File: config.mk
export PLATFORM = sky130hd
export DESIGN_NAME = spi_master_ctrl
export DESIGN_NICKNAME = d
export VERILOG_FILES = /design/src/rtl/spi_pkg.sv /design/src/rtl/spi_master_shifter.sv /design/src/rtl/spi_master_ctrl.sv
export SDC_FILE = /design/constraint.sdc
export NUM_CORES = 1
export LEC_CHECK = 0
export ABC_AREA = 1
export CAP_MARGIN = 0
export CORE_ASPECT_RATIO = 0.8
export CORE_MARGIN = 4
export CORE_UTILIZATION = 62
export CTS_BUF_LIST = sky130_fd_sc_hd__clkbuf_4 sky130_fd_sc_hd__clkbuf_8 sky130_fd_sc_hd__clkbuf_16
export DETAILED_ROUTE_END_ITERATION = 10
export DONT_BUFFER_PORTS = 1
export PLACE_DENSITY = 0.78
export RECOVER_POWER = 25
export SYNTH_ARGS = -nofsm -noshare
export SYNTH_HDL_FRONTEND = slang
export SYNTH_SLANG_ARGS = --single-unit
File: constraint.sdc
create_clock -name clk -period 1.7 [get_ports clk]
set_input_delay 0.255 -clock clk [delete_from_list [all_inputs] [get_ports clk]]
set_output_delay 0.255 -clock clk [all_outputs]
set_load 0.005 [all_outputs]
File: src/rtl/spi_pkg.sv
// rtl/spi_pkg.sv - shared SPI command codes, frame widths and master state encoding
// Used by the SPI master, the SPI slave and the single-port RAM behind it.
package spi_pkg;

  localparam int FRAME_W = 10;  // 2 command bits + 8 payload bits
  localparam int DATA_W  = 8;

  localparam logic [1:0] CMD_WR_ADDR = 2'b00;
  localparam logic [1:0] CMD_WR_DATA = 2'b01;
  localparam logic [1:0] CMD_RD_ADDR = 2'b10;
  localparam logic [1:0] CMD_RD_DATA = 2'b11;

  typedef enum logic [2:0] {
    S_IDLE   = 3'd0,
    S_CMD    = 3'd1,
    S_SHIFT  = 3'd2,
    S_TURN   = 3'd3,
    S_RECV   = 3'd4,
    S_END    = 3'd5,
    S_REJECT = 3'd6
  } master_state_e;

endpackage

File: src/rtl/spi_master_shifter.sv
// rtl/spi_master_shifter.sv - TX frame and RX byte shift registers for the SPI master
// Ports:
//   clk, rst_n   clock, asynchronous active-low reset
//   load         parallel-load load_frame into the TX register
//   shift_tx     shift TX register left by one (MSB leaves first)
//   shift_rx     shift rx_bit into the RX register LSB
//   tx_msb       current TX MSB, the next bit to place on MOSI
//   rx_next      RX register contents as they will be after shifting in rx_bit
module spi_master_shifter
  import spi_pkg::*;
(
  input  logic               clk,
  input  logic               rst_n,
  input  logic               load,
  input  logic [FRAME_W-1:0] load_frame,
  input  logic               shift_tx,
  input  logic               shift_rx,
  input  logic               rx_bit,
  output logic               tx_msb,
  output logic [DATA_W-1:0]  rx_next
);

  logic [FRAME_W-1:0] tx_q, tx_d;
  logic [DATA_W-1:0]  rx_q, rx_d;

  // rx_next is exported unconditionally so the controller can register the
  // completed byte on the same edge that captures the last MISO bit.
  assign rx_next = {rx_q[DATA_W-2:0], rx_bit};
  assign tx_msb  = tx_q[FRAME_W-1];

  always_comb begin
    tx_d = tx_q;
    if (load) begin
      tx_d = load_frame;
    end else if (shift_tx) begin
      tx_d = {tx_q[FRAME_W-2:0], 1'b0};
    end
  end

  always_comb begin
    rx_d = rx_q;
    if (shift_rx) begin
      rx_d = rx_next;
    end
  end

  always_ff @(posedge clk or negedge rst_n) begin
    if (!rst_n) begin
      tx_q <= '0;
      rx_q <= '0;
    end else begin
      tx_q <= tx_d;
      rx_q <= rx_d;
    end
  end

endmodule

File: src/rtl/spi_master_ctrl.sv
// rtl/spi_master_ctrl.sv - host-side SPI frame generator with read-data turnaround and capture
// Ports:
//   clk, rst_n               clock, asynchronous active-low reset
//   req_valid/req_ready      command handshake (ready only in IDLE)
//   req_cmd, req_data        command code and address/write data
//   rsp_valid/rsp_err        one-cycle response strobe; err marks a rejected read-data command
//   rsp_data                 last read byte, held between responses
//   busy                     high from acceptance until back in IDLE
//   SS_n, MOSI, MISO         serial interface, all synchronous to clk
module spi_master_ctrl
  import spi_pkg::*;
#(
  parameter int RD_TURNAROUND = 2
) (
  input  logic              clk,
  input  logic              rst_n,
  input  logic              req_valid,
  output logic              req_ready,
  input  logic [1:0]        req_cmd,
  input  logic [DATA_W-1:0] req_data,
  output logic              rsp_valid,
  output logic [DATA_W-1:0] rsp_data,
  output logic              rsp_err,
  output logic              busy,
  output logic              SS_n,
  output logic              MOSI,
  input  logic              MISO
);

  localparam logic [3:0] SHIFT_LAST = 4'(FRAME_W - 1);
  localparam logic [3:0] TURN_LAST  = 4'(RD_TURNAROUND - 1);
  localparam logic [3:0] RECV_LAST  = 4'(DATA_W - 1);

  master_state_e     state_q, state_d;
  logic [3:0]        cnt_q, cnt_d;
  logic [1:0]        cmd_q, cmd_d;
  logic              rd_addr_loaded_q, rd_addr_loaded_d;

  logic              ss_n_q, ss_n_d;
  logic              mosi_q, mosi_d;
  logic              req_ready_q, req_ready_d;
  logic              busy_q, busy_d;
  logic              rsp_valid_q, rsp_valid_d;
  logic              rsp_err_q, rsp_err_d;
  logic [DATA_W-1:0] rsp_data_q, rsp_data_d;

  logic              load, shift_tx, shift_rx;
  logic              tx_msb;
  logic [DATA_W-1:0] rx_next;
  logic [FRAME_W-1:0] load_frame;

  assign load_frame = {req_cmd, (req_cmd == CMD_RD_DATA) ? {DATA_W{1'b0}} : req_data};

  spi_master_shifter u_shifter (
    .clk        (clk),
    .rst_n      (rst_n),
    .load       (load),
    .load_frame (load_frame),
    .shift_tx   (shift_tx),
    .shift_rx   (shift_rx),
    .rx_bit     (MISO),
    .tx_msb     (tx_msb),
    .rx_next    (rx_next)
  );

  // State and registered outputs.
  always_ff @(posedge clk or negedge rst_n) begin
    if (!rst_n) begin
      state_q          <= S_IDLE;
      cnt_q            <= '0;
      cmd_q            <= CMD_WR_ADDR;
      rd_addr_loaded_q <= 1'b0;
      ss_n_q           <= 1'b1;
      mosi_q           <= 1'b0;
      req_ready_q      <= 1'b1;
      busy_q           <= 1'b0;
      rsp_valid_q      <= 1'b0;
      rsp_err_q        <= 1'b0;
      rsp_data_q       <= '0;
    end else begin
      state_q          <= state_d;
      cnt_q            <= cnt_d;
      cmd_q            <= cmd_d;
      rd_addr_loaded_q <= rd_addr_loaded_d;
      ss_n_q           <= ss_n_d;
      mosi_q           <= mosi_d;
      req_ready_q      <= req_ready_d;
      busy_q           <= busy_d;
      rsp_valid_q      <= rsp_valid_d;
      rsp_err_q        <= rsp_err_d;
      rsp_data_q       <= rsp_data_d;
    end
  end

  // Next state, counters and shifter controls.
  always_comb begin
    state_d          = state_q;
    cnt_d            = cnt_q;
    cmd_d            = cmd_q;
    rd_addr_loaded_d = rd_addr_loaded_q;
    load             = 1'b0;
    shift_tx         = 1'b0;
    shift_rx         = 1'b0;
    case (state_q)
      S_IDLE: begin
        if (req_valid && req_ready_q) begin
          cmd_d = req_cmd;
          if (req_cmd == CMD_RD_DATA && !rd_addr_loaded_q) begin
            state_d = S_REJECT;
          end else begin
            state_d = S_CMD;
            load    = 1'b1;
          end
        end
      end
      S_CMD: begin
        // The frame MSB goes out on this edge, so the register advances too.
        state_d  = S_SHIFT;
        cnt_d    = SHIFT_LAST;
        shift_tx = 1'b1;
      end
      S_SHIFT: begin
        if (cnt_q == 4'd0) begin
          if (cmd_q == CMD_RD_DATA) begin
            state_d = S_TURN;
            cnt_d   = TURN_LAST;
          end else begin
            state_d = S_END;
          end
        end else begin
          cnt_d    = cnt_q - 4'd1;
          shift_tx = 1'b1;
        end
      end
      S_TURN: begin
        if (cnt_q == 4'd0) begin
          state_d = S_RECV;
          cnt_d   = RECV_LAST;
        end else begin
          cnt_d = cnt_q - 4'd1;
        end
      end
      S_RECV: begin
        shift_rx = 1'b1;
        if (cnt_q == 4'd0) begin
          state_d = S_END;
        end else begin
          cnt_d = cnt_q - 4'd1;
        end
      end
      S_END: begin
        state_d = S_IDLE;
        if (cmd_q == CMD_RD_ADDR) begin
          rd_addr_loaded_d = 1'b1;
        end else if (cmd_q == CMD_RD_DATA) begin
          rd_addr_loaded_d = 1'b0;
        end
      end
      S_REJECT: begin
        state_d = S_IDLE;
      end
      default: begin
        state_d = S_IDLE;
      end
    endcase
  end

  // Outputs are decoded from the upcoming state so that every pin is a flop.
  always_comb begin
    ss_n_d      = 1'b1;
    mosi_d      = 1'b0;
    req_ready_d = (state_d == S_IDLE);
    busy_d      = (state_d != S_IDLE);
    rsp_valid_d = 1'b0;
    rsp_err_d   = 1'b0;
    rsp_data_d  = rsp_data_q;
    case (state_d)
      S_CMD: begin
        ss_n_d = 1'b0;
        mosi_d = cmd_d[1];
      end
      S_SHIFT: begin
        ss_n_d = 1'b0;
        mosi_d = tx_msb;
      end
      S_TURN, S_RECV: begin
        ss_n_d = 1'b0;
      end
      S_END: begin
        // Only a read-data frame reaches END straight from RECV.
        if (cmd_d == CMD_RD_DATA) begin
          rsp_valid_d = 1'b1;
          rsp_data_d  = rx_next;
        end
      end
      S_REJECT: begin
        rsp_valid_d = 1'b1;
        rsp_err_d   = 1'b1;
      end
      default: begin
      end
    endcase
  end

  assign SS_n      = ss_n_q;
  assign MOSI      = mosi_q;
  assign req_ready = req_ready_q;
  assign busy      = busy_q;
  assign rsp_valid = rsp_valid_q;
  assign rsp_err   = rsp_err_q;
  assign rsp_data  = rsp_data_q;

endmodule

Word-level counts from Yosys, hierarchy flattened
Index checks and enable logic that the tools add are counted.
{"block": "word_totals", "reg_bits": 41, "latch_bits": 0, "mem_bits_rw": 0, "mem_bits_ro": 0, "word_cells": 75, "memories": 0}
{"block": "op_classes", "addsub": 1, "n_mul": 0, "div_mod_pow": 0, "magnitude_cmp": 0, "n_eq_ne": 17, "shifts": 0, "mux": 30, "n_bitwise": 0, "n_reduce_logical": 14}
{"operator": "10-bit 2-to-1 mux", "n": 2}
{"operator": "3-bit 2-to-1 mux", "n": 6}
{"operator": "4-bit 2-to-1 mux", "n": 4}
{"operator": "4-bit one-hot mux with 4 select lines", "n": 1}
{"operator": "3-bit == test, second input constant", "n": 5}
{"operator": "3-bit one-hot mux with 5 select lines", "n": 1}
{"operator": "3-bit by 2-bit == test with 1-bit output, second input constant", "n": 4}
{"operator": "1-bit 2-to-1 mux", "n": 10}
{"operator": "2-bit == test, second input constant", "n": 4}
{"operator": "8-bit 2-to-1 mux", "n": 1}
{"operator": "3-bit by 1-bit == test with 1-bit output, second input constant", "n": 2}
{"operator": "3-bit logical NOT", "n": 2}
{"operator": "1-bit one-hot mux with 2 select lines", "n": 3}
{"operator": "4-bit logical NOT", "n": 1}
{"operator": "2-bit 2-to-1 mux", "n": 2}
{"operator": "2-bit AND reduction", "n": 2}
{"operator": "2-bit nonzero test", "n": 2}
{"operator": "4-bit nonzero test", "n": 1}
{"operator": "4-bit OR reduction", "n": 1}
{"operator": "4-bit by 1-bit subtractor with 4-bit output, second input constant", "n": 1}
{"operator": "3-bit != test, second input constant", "n": 1}
{"operator": "3-bit AND reduction", "n": 1}
{"operator": "3-bit nonzero test", "n": 1}
{"operator": "1-bit logical AND", "n": 2}
{"operator": "2 further kinds", "n": 2}

Longest topological paths before layout
Gate-level depths: netlist of run 1.
{"block": "depth", "ltp_word": 8, "mapped_depth": 10, "mapped_depth_nobuf": 10}

Hierarchy
From an unflattened synthesis of run 1, not the netlist that was laid out.
{"block": "hier_totals", "hier_cells": 256, "hier_area_um2": 2107.0}
{"module": "spi_master_ctrl", "n_inst": 1, "cells_each": 176, "area_each_um2": 1383.8}
{"module": "spi_master_shifter", "n_inst": 1, "cells_each": 80, "area_each_um2": 723.2}

Least setup slack after synthesis of run 1
Ideal clock, no wire load.
{"block": "synth_path", "path_type": "reg2reg", "from": "reg cnt_q[0]", "to": "reg u_shifter.tx_q[1]", "arrival_ns": 1.464, "required_time_ns": 1.583, "setup_slack_ns": 0.119, "path_stages_with_launch": 11, "n_path_buf": 1, "cell_sequence": "dfrtp_1 > inv_1 > ha_1 > nand3_2 > nand2_4 > nand2_4 > nor2_8 > inv_6 > buf_8 > nand2_1 > o21ai_2"}
{"block": "synth_between", "elab_chain_len": 4}
{"element": "start, declared", "line": "spi_master_ctrl.sv:35", "text": "logic [3:0] cnt_q, cnt_d;"}
{"element": "start signal, assigned", "line": "spi_master_ctrl.sv:82", "text": "cnt_q <= cnt_d;"}
{"element": "4-bit logical NOT", "line": "spi_master_ctrl.sv:123", "text": "if (cnt_q == 4'd0) begin"}
{"element": "1-bit 2-to-1 mux", "line": "spi_master_ctrl.sv:123"}
{"element": "1-bit one-hot mux with 2 select lines", "line": "spi_master_ctrl.sv:104", "text": "case (state_q)"}
{"element": "2-bit nonzero test (no line)"}
{"element": "end signal, assigned", "line": "spi_master_shifter.sv:52", "text": "tx_q <= tx_d;"}
{"element": "end, declared", "line": "spi_master_shifter.sv:23", "text": "logic [FRAME_W-1:0] tx_q, tx_d;"}
No other way between the ends.
A chain may end at the register's enable or synchronous reset.

Worst setup path in the final report of run 1
{"block": "layout_path", "from": "reg cnt_q[0]", "to": "reg busy_q, in the netlist busy"}
{"block": "layout_between", "elab_chain_len": 4, "elab_cells_between_ends": 6}
{"element": "4-bit logical NOT (*)", "line": "spi_master_ctrl.sv:123, spi_master_ctrl.sv:136, spi_master_ctrl.sv:145"}
{"element": "3-bit 2-to-1 mux, on equally long branches", "line": "spi_master_ctrl.sv:145, spi_master_ctrl.sv:123, spi_master_ctrl.sv:136"}
{"element": "3-bit one-hot mux with 5 select lines (*)", "line": "spi_master_ctrl.sv:104"}
{"element": "3-bit nonzero test (*)", "line": "spi_master_ctrl.sv:173", "text": "busy_d = (state_d != S_IDLE);"}
{"element": "named net busy_d", "line": "spi_master_ctrl.sv:42", "text": "logic busy_q, busy_d;"}
{"element": "end signal, assigned", "line": "spi_master_ctrl.sv:88", "text": "busy_q <= busy_d;"}
{"element": "end, declared", "line": "spi_master_ctrl.sv:42"}
Mark *: on every way through the listed nets, which the timed path passes. The rest lies on a longest branch.

==> flow_metrics.py, run 1 <==
metrics = {
    "clock_tree": {
        "cts-buffers-inserted": 5,
        "cts_tree": "built",
        "clk_pin_slew_ns": 0.07,
        "h-tree-depth": 2,
        "cts_root_buf": "clkbuf_8",
        "clkLatencyLatePin_ns": 0.29,
        "clockBufferDepth": 2,
        "clkSinkCount": 41,
    },
    "floorplanning": {
        "placementRows": 18,
        "core-area_mm2": 0.00315,
        "ioPinCount": 28,
        "fp.dieW_um": 72.8,
        "start_util_pct": 66.0,
        "die-area_mm2": 0.00435,
        "die_height_um": 59.8,
    },
    "critical_path": {
        "path_max_fanout": 6,
        "cp.arrival_ns": 1.77,
        "path_common_cell": "nand3_2",
        "crit_start": "cnt_q[0]",
        "required_ns": 1.85,
        "r2r_start": "cnt_q[0]",
        "endpoint_kind": "flip-flop",
        "cp-start-kind": "flip-flop",
        "crit_path_cell_trace": "inv_1, ha_2, nand3_2, buf_4, a21oi_1, nand2_1, nor2_2, nand3_2",
        "path_class": "flip-flop to flip-flop",
        "crit_path_top_delay_cell": "dfrtp_1",
        "max_stage_delay_ns": 0.40,
    },
    "place": {
        "pre_cts_ws_ns": 0.0304,
        "dpl_cell_area_mm2": 0.00214,
        "place.gp.congestion": 0.877,
        "portBuffers": 0,
        "hpwlAfterDp_um": 2950,
    },
    "yosys": {
        "synthesis.nets": 271,
        "synth_top_family_by_area": "simple AND/OR/NAND/NOR gates",
        "synth_seq_cells": 41,
        "synthCells": 256,
        "ys_types": 28,
        "ys_seq_area_share_pct": 49.4,
        "yosys.area_share.simple_pct": 39.5,
        "synth_compound_area_share_pct": 3.91,
        "synthFlopType": "dfrtp_1",
        "yosys.area.top_type": "dfrtp_1",
        "synth_xor_area_share_pct": 0.421,
        "synthAdderAreaFrac_pct": 0.601,
        "yosysWarnings": 0,
        "async_flop_share_pct": 100,
        "netlist.area_leader.share_pct": 46.9,
        "netlist_area_mm2": 0.00208,
        "synth.avg_cell_area_um2": 8.13,
        "synth_edf_count": 0,
        "synth_area_leaders": "dfrtp_1 47%, nand2_1 21%, inv_1 3.4%",
        "synth_mux_area_share_pct": 0.481,
    },
    "sta": {
        "layout_setup_ws_ns": 0.0815,
        "slew_headroom_pct": 33.8,
        "period_share_pct": 95.2,
        "fmax_ghz": 0.618,
        "min_period_ns": 1.62,
        "setup_viol": 0,
        "drv_slew": 0,
        "rsz0062_at_grt": "true",
        "max_slew.worst_pin.slew_ns": 0.994,
        "finalClockSkew_ns": 0.00324,
        "finalHoldViolations": 0,
    },
    "routing": {
        "routedWlPerCell_um": 14.2,
        "drcViolationCount": 0,
        "firstDrtPassIters": 4,
        "ant_nets": 0,
        "via_count": 1692,
        "drtIter0Drc": 194,
        "routed_wl_um": 4440,
        "viasPerCell": 5.42,
    },
    "pwr": {
        "peakVddDrop_mv": 1.05,
        "powerDensity_mw_per_mm2": 1950,
        "leakage_nw": 1.29,
    },
    "run_status": {
        "status": "completed",
    },
    "final_layout": {
        "final_nets": 286,
        "area_growth_pct": 11.4,
        "utilization_pct": 73.5,
        "drive_above_1_share_pct": 19.1,
        "diodes": 0,
        "final_area_mm2": 0.00232,
    },
    "job": {
        "drv_cap": 0,
    },
    "grt": {
        "grt_pass1_wl_um": 7400,
        "track_usage_pct": 22.1,
        "antenna_found_initial": 0,
        "grt-ovfl-total": 0,
        "grt_max_degree": 42,
        "grt_pass1_vias": 1578,
    },
    "min_path": {
        "min_from": "MISO",
        "hp-class": "input pin to flip-flop",
    },
}
flip-flops by register name, summed over array words and instances (netlist names):
register and flops:
cmd_q 2, u_shifter.rx_q 7, req_ready 1, MOSI 1
rsp_data 8, busy 1, rd_addr_loaded_q 1, state_q 3
rsp_err 1, cnt_q 4, SS_n 1, u_shifter.tx_q 10
rsp_valid 1
layout make-up:
cell class	count	area [um^2]
multi-input cells	190	952
inverters	23	91.3
clock buffers	7	90.1
flip-flops and latches	41	1030
clock inverters	1	30.0
repair buffers	10	75.1
well taps	40	50.0
fillers	231	835
synth_stat cells (2+ instances only):
library cell	number
nand2_2	6
o21ai_2	3
dfrtp_1	39
inv_1	19
nor2_2	2
nand2_1	118
nand4_1	9
inv_2	3
nand3_1	10
nor2_4	5
o21ai_0	9
nand2_4	4
dfstp_2	2
nor2_1	13
through the flow:
stage / total power (W) / hold WS, ns / setup TNS, ns / cells
final: 0.00452 / 0.0702 / 0 / 312
after global routing: 0.00487 / 0.0749 / -0.0786 / 312
after CTS: 0.00443 / 0.0698 / 0 / 309
after detailed placement: 0.00355 / -0.0396 / 0 / 299
after global placement: 0.00349 / -0.0395 / 0 / 299
after floorplan: 0.00317 / -0.0406 / 0 / 256
timing repair:
| item | in CTS | in global routing |
|---|---|---|
| setup buffers | 0 | 3 |
| resized for setup | 1 | 5 |
| endpoints found under the hold margin | 41 | 0 |
| cloned | 0 | 0 |
| pin swaps | 0 | 2 |
| hold buffers | 2 | 0 |
| endpoints found under the setup margin | 8 | 19 |
critical path, delay by kind of cell (launching register included):
family | cells | cell delay, ns
DFF | 1 | 0.40
and+or+nand+nor | 4 | 0.46
adders and majority gates | 1 | 0.22
buffers and inverters | 2 | 0.28
AOI/OAI and AO/OA | 1 | 0.12
where the power goes:
group,switching [W],total (W),internal (W)
combinational,0.00137,0.00206,0.000690
clock,0.000327,0.000822,0.000495
sequential,0.000287,0.00164,0.00136
final timing paths:
path,endpoint,slack [ns],depth (start not counted)
worst min-delay path,u_shifter.rx_q[0],0.07,2
max in group asynchronous,state_q[0],0.37,2
min in group asynchronous,state_q[1],0.67,2
worst max register to register,busy,0.08,8
worst min register to register,u_shifter.tx_q[2],0.49,2
worst max-delay path,busy,0.08,8
routing by layer:
layer  GRT usage [%]  share of wire (%)  vias up
li1                -                  -      835
met1            30.2                 45      797
met2            35.1                 47       55
met3            4.71                6.8        5
met4            7.89                1.1        0
met5               0                  0        -
layout by cell type (no fill, tap or decap), drive strengths merged:
| cell | n |
|---|---|
| dlygate4sd3 | 1 |
| dfstp | 2 |
| mux2i | 1 |
| nand2 | 128 |
| dfrtp | 39 |
| a21oi | 1 |
| nand4 | 10 |
| nand3b | 1 |
| nand3 | 12 |
| inv | 23 |
| nor3 | 1 |
| buf | 8 |
| nor2 | 21 |
| o21ai | 13 |
| clkbuf | 8 |
| ha | 1 |
| xor2 | 1 |
| bufinv | 1 |
kinds of logic (layout without fill, tap and decap cells):
| group | count (synthesis) | after routing |
|---|---|---|
| muxes | 1 | 1 |
| xor gates and xnor gates | 1 | 1 |
| and+or+nand+nor | 173 | 173 |
| DFF | 41 | 41 |
| AOI/OAI and AO/OA | 14 | 14 |
| buffers and inverters | 25 | 41 |
| adders and majority gates | 1 | 1 |
(Power assumes the default switching activity.)
==> run 2: changes to the inputs <==
--- a/config.mk
+++ b/config.mk
@@ -13,6 +13,7 @@
 export CTS_BUF_LIST = sky130_fd_sc_hd__clkbuf_4 sky130_fd_sc_hd__clkbuf_8 sky130_fd_sc_hd__clkbuf_16
 export DETAILED_ROUTE_END_ITERATION = 10
 export DONT_BUFFER_PORTS = 1
+export GPL_TIMING_DRIVEN = 0
 export PLACE_DENSITY = 0.78
 export RECOVER_POWER = 25
 export SYNTH_ARGS = -nofsm -noshare
==> run 2 against run 1 <==
  * Cell area grew 2.6%
  * Core utilization rose by 1.9 points
  * Non-clock buffer count up 1
  * Die area is the same
  * Setup slack worse by 0.016 ns
  * Global-route usage grew 0.85 points
  * Critical path type unchanged
  * Clock power shrank 9.0%
  * Sequential share of layout area fell by 1.1 points
==> flow_metrics.py, run 2 (same netlist as run 1, synthesis figures left out) <==
metrics = {
    "place": {
        "portBuffers": 0,
        "place.gp.congestion": 0.874,
        "hpwlAfterDp_um": 2960,
        "dpl_cell_area_mm2": 0.00213,
        "dp.cells": 296,
    },
    "final_layout": {
        "fillCellCount": 226,
        "final_common_cell": "nand2_1",
        "largest_reg_flops": 10,
        "utilization_pct": 75.5,
        "area_growth_pct": 14.4,
        "final_nets": 287,
        "final_cells": 312,
        "drive_above_1_share_pct": 19.9,
        "multiInputGateArea_um2": 986,
        "final_cell_mix": "117 x nand2_1, 37 x dfrtp_1, 18 x inv_1, 11 x nor2_1, 10 x nand3_1",
        "register_area_mm2": 0.00103,
        "final_area_mm2": 0.00238,
        "regMostFlops": "u_shifter.tx_q",
        "diodes": 0,
    },
    "sta": {
        "max_slew.worst_pin.slew_ns": 0.999,
        "period_share_pct": 96.2,
        "drv_slew": 0,
        "setup_viol": 0,
        "slew_headroom_pct": 33.4,
        "rsz0062_at_grt": "true",
        "min_period_ns": 1.63,
        "finalHoldViolations": 0,
        "setup_tns_ns": 0,
        "fmax_ghz": 0.612,
        "finalClockSkew_ns": 0.00613,
    },
    "grt": {
        "grt-ovfl-total": 0,
        "antenna_found_initial": 0,
        "grt_pass1_wl_um": 7560,
        "grt_pass1_vias": 1591,
        "track_usage_pct": 23.0,
        "grt_max_degree": 42,
    },
    "routing": {
        "via_count": 1761,
        "ant_nets": 0,
        "drcViolationCount": 0,
        "firstDrtPassIters": 7,
        "viasPerCell": 5.64,
        "routed_wl_um": 4870,
        "routedWlPerCell_um": 15.6,
        "drtIter0Drc": 182,
    },
    "critical_path": {
        "cp.arrival_ns": 1.81,
        "endpoint_kind": "flip-flop",
        "r2r_start": "state_q[0]",
        "required_ns": 1.88,
        "crit_path_cell_trace": "buf_4, nand3_1, nand2_2, nor3_1, nor2_4, o21ai_0, nand2_1",
        "critPathBufInv": 1,
        "crit_start": "state_q[0]",
        "max_stage_delay_ns": 0.48,
        "crit_path_top_delay_cell": "dfrtp_2",
        "path_max_fanout": 6,
        "critical_path.top_delay_family": "simple AND/OR/NAND/NOR gates",
        "cp-start-kind": "flip-flop",
        "path_class": "flip-flop to flip-flop",
    },
    "pwr": {
        "combPwrFrac_pct": 48.6,
        "powerDensity_mw_per_mm2": 1970,
        "peakVddDrop_mv": 1.07,
        "clkPwrFrac_pct": 15.9,
        "seq_power_share_pct": 35.5,
        "intPower_w": 0.00258,
        "p_sw_w": 0.00212,
        "p_sw_share_pct": 45.1,
        "leakage_nw": 1.29,
    },
    "floorplanning": {
        "die-area_mm2": 0.00435,
        "start_util_pct": 66.0,
        "die_height_um": 59.8,
        "ioPinCount": 28,
        "fp.dieW_um": 72.8,
        "core-area_mm2": 0.00315,
        "placementRows": 18,
    },
    "clock_tree": {
        "clk_pin_slew_ns": 0.08,
        "cts_tree": "built",
        "cts_root_buf": "clkbuf_8",
        "clockBufferDepth": 2,
        "clkSinkCount": 41,
        "clkLatencyLatePin_ns": 0.29,
        "h-tree-depth": 2,
        "cts-buffers-inserted": 5,
    },
    "job": {
        "drv_cap": 0,
    },
    "min_path": {
        "min_from": "req_data[0]",
        "hp-class": "input pin to flip-flop",
    },
    "run_status": {
        "status": "completed",
    },
}
==> run 2: cell count changes in the layout (fill, tap and decap cells not counted), moves of 2 or more <==
cell | before | now
buf_4 | 8 | 6
buf_8 | 0 | 2
nand3_2 | 2 | 0
nor2_2 | 4 | 2
nor2_4 | 5 | 7
==> run 2: worst reg2reg max path: stages (launching register included) <==
cell and delay, ns:
dfrtp_2 0.48, buf_4 0.17, nand3_1 0.15, nand2_2 0.11
nor3_1 0.37, nor2_4 0.08, o21ai_0 0.09, nand2_1 0.08
==> run 2: layer usage <==
metal	part of all wire [%]	track usage, %
met5	0	0
met4	1.5	10.5
met3	7.8	4.87
met2	50	33.8
met1	41	32.7
==> run 2: final timing paths <==
check                                    end  slack [ns]  depth (start not counted)
max                                 cnt_q[3]        0.07                          7
min in group asynchronous  u_shifter.tx_q[9]        0.70                          2
max in group asynchronous         state_q[1]        0.32                          2
max reg2reg                         cnt_q[3]        0.07                          7
min                        u_shifter.tx_q[0]        0.08                          2
min reg2reg                u_shifter.tx_q[4]        0.48                          2
==> run 2: layout make-up <==
| class | count | share of cell area [%] |
|---|---|---|
| sequential | 41 | 43.3 |
| multi-input combinational | 190 | 41.4 |
| inverter | 23 | 3.94 |
| tap | 40 | 2.10 |
| clock buffer | 5 | 2.89 |
| clock inverter | 2 | 1.47 |
| timing repair buffer | 9 | 3.58 |
| buffer | 2 | 1.26 |
==> run 2: timing repair <==
item                                    in CTS  in global routing
hold buffers                                 2                  0
pin swaps                                    0                  4
endpoints found under the setup margin      21                 22
setup buffers                                0                  6
hold endpoints to repair                    41                  0
gates cloned                                 0                  1
gates resized for setup                      6                  9
==> run 2: stage by stage <==
| stage | worst slack, ns | total power (W) | hold slack [ns] |
|---|---|---|---|
| finish | 0.0652 | 0.00469 | 0.0787 |
| global route | -0.0104 | 0.00503 | 0.0839 |
| CTS | 0.0581 | 0.00444 | 0.0777 |
| detailed placement | -0.0862 | 0.00357 | -0.0396 |
| global placement | -0.0795 | 0.00350 | -0.0396 |
| floorplan | 0.119 | 0.00317 | -0.0406 |
==> run 2: power groups by stage <==
stage	Combinational, W	Clock (W)	Sequential, W
CTS	0.00206	0.000744	0.00164
floorplan	0.00159	0	0.00158
global placement	0.00187	0	0.00164
global route	0.00253	0.000794	0.00170
finish	0.00228	0.000748	0.00166
detailed placement	0.00192	0	0.00165
==> run 3: changes to the inputs <==
--- a/config.mk
+++ b/config.mk
@@ -16,6 +16,7 @@
 export GPL_TIMING_DRIVEN = 0
 export PLACE_DENSITY = 0.78
 export RECOVER_POWER = 25
+export SLEW_MARGIN = 20
 export SYNTH_ARGS = -nofsm -noshare
 export SYNTH_HDL_FRONTEND = slang
 export SYNTH_SLANG_ARGS = --single-unit
==> results of run 3 <==
The final DEF is identical to that of run 2; final timing and power are the same.
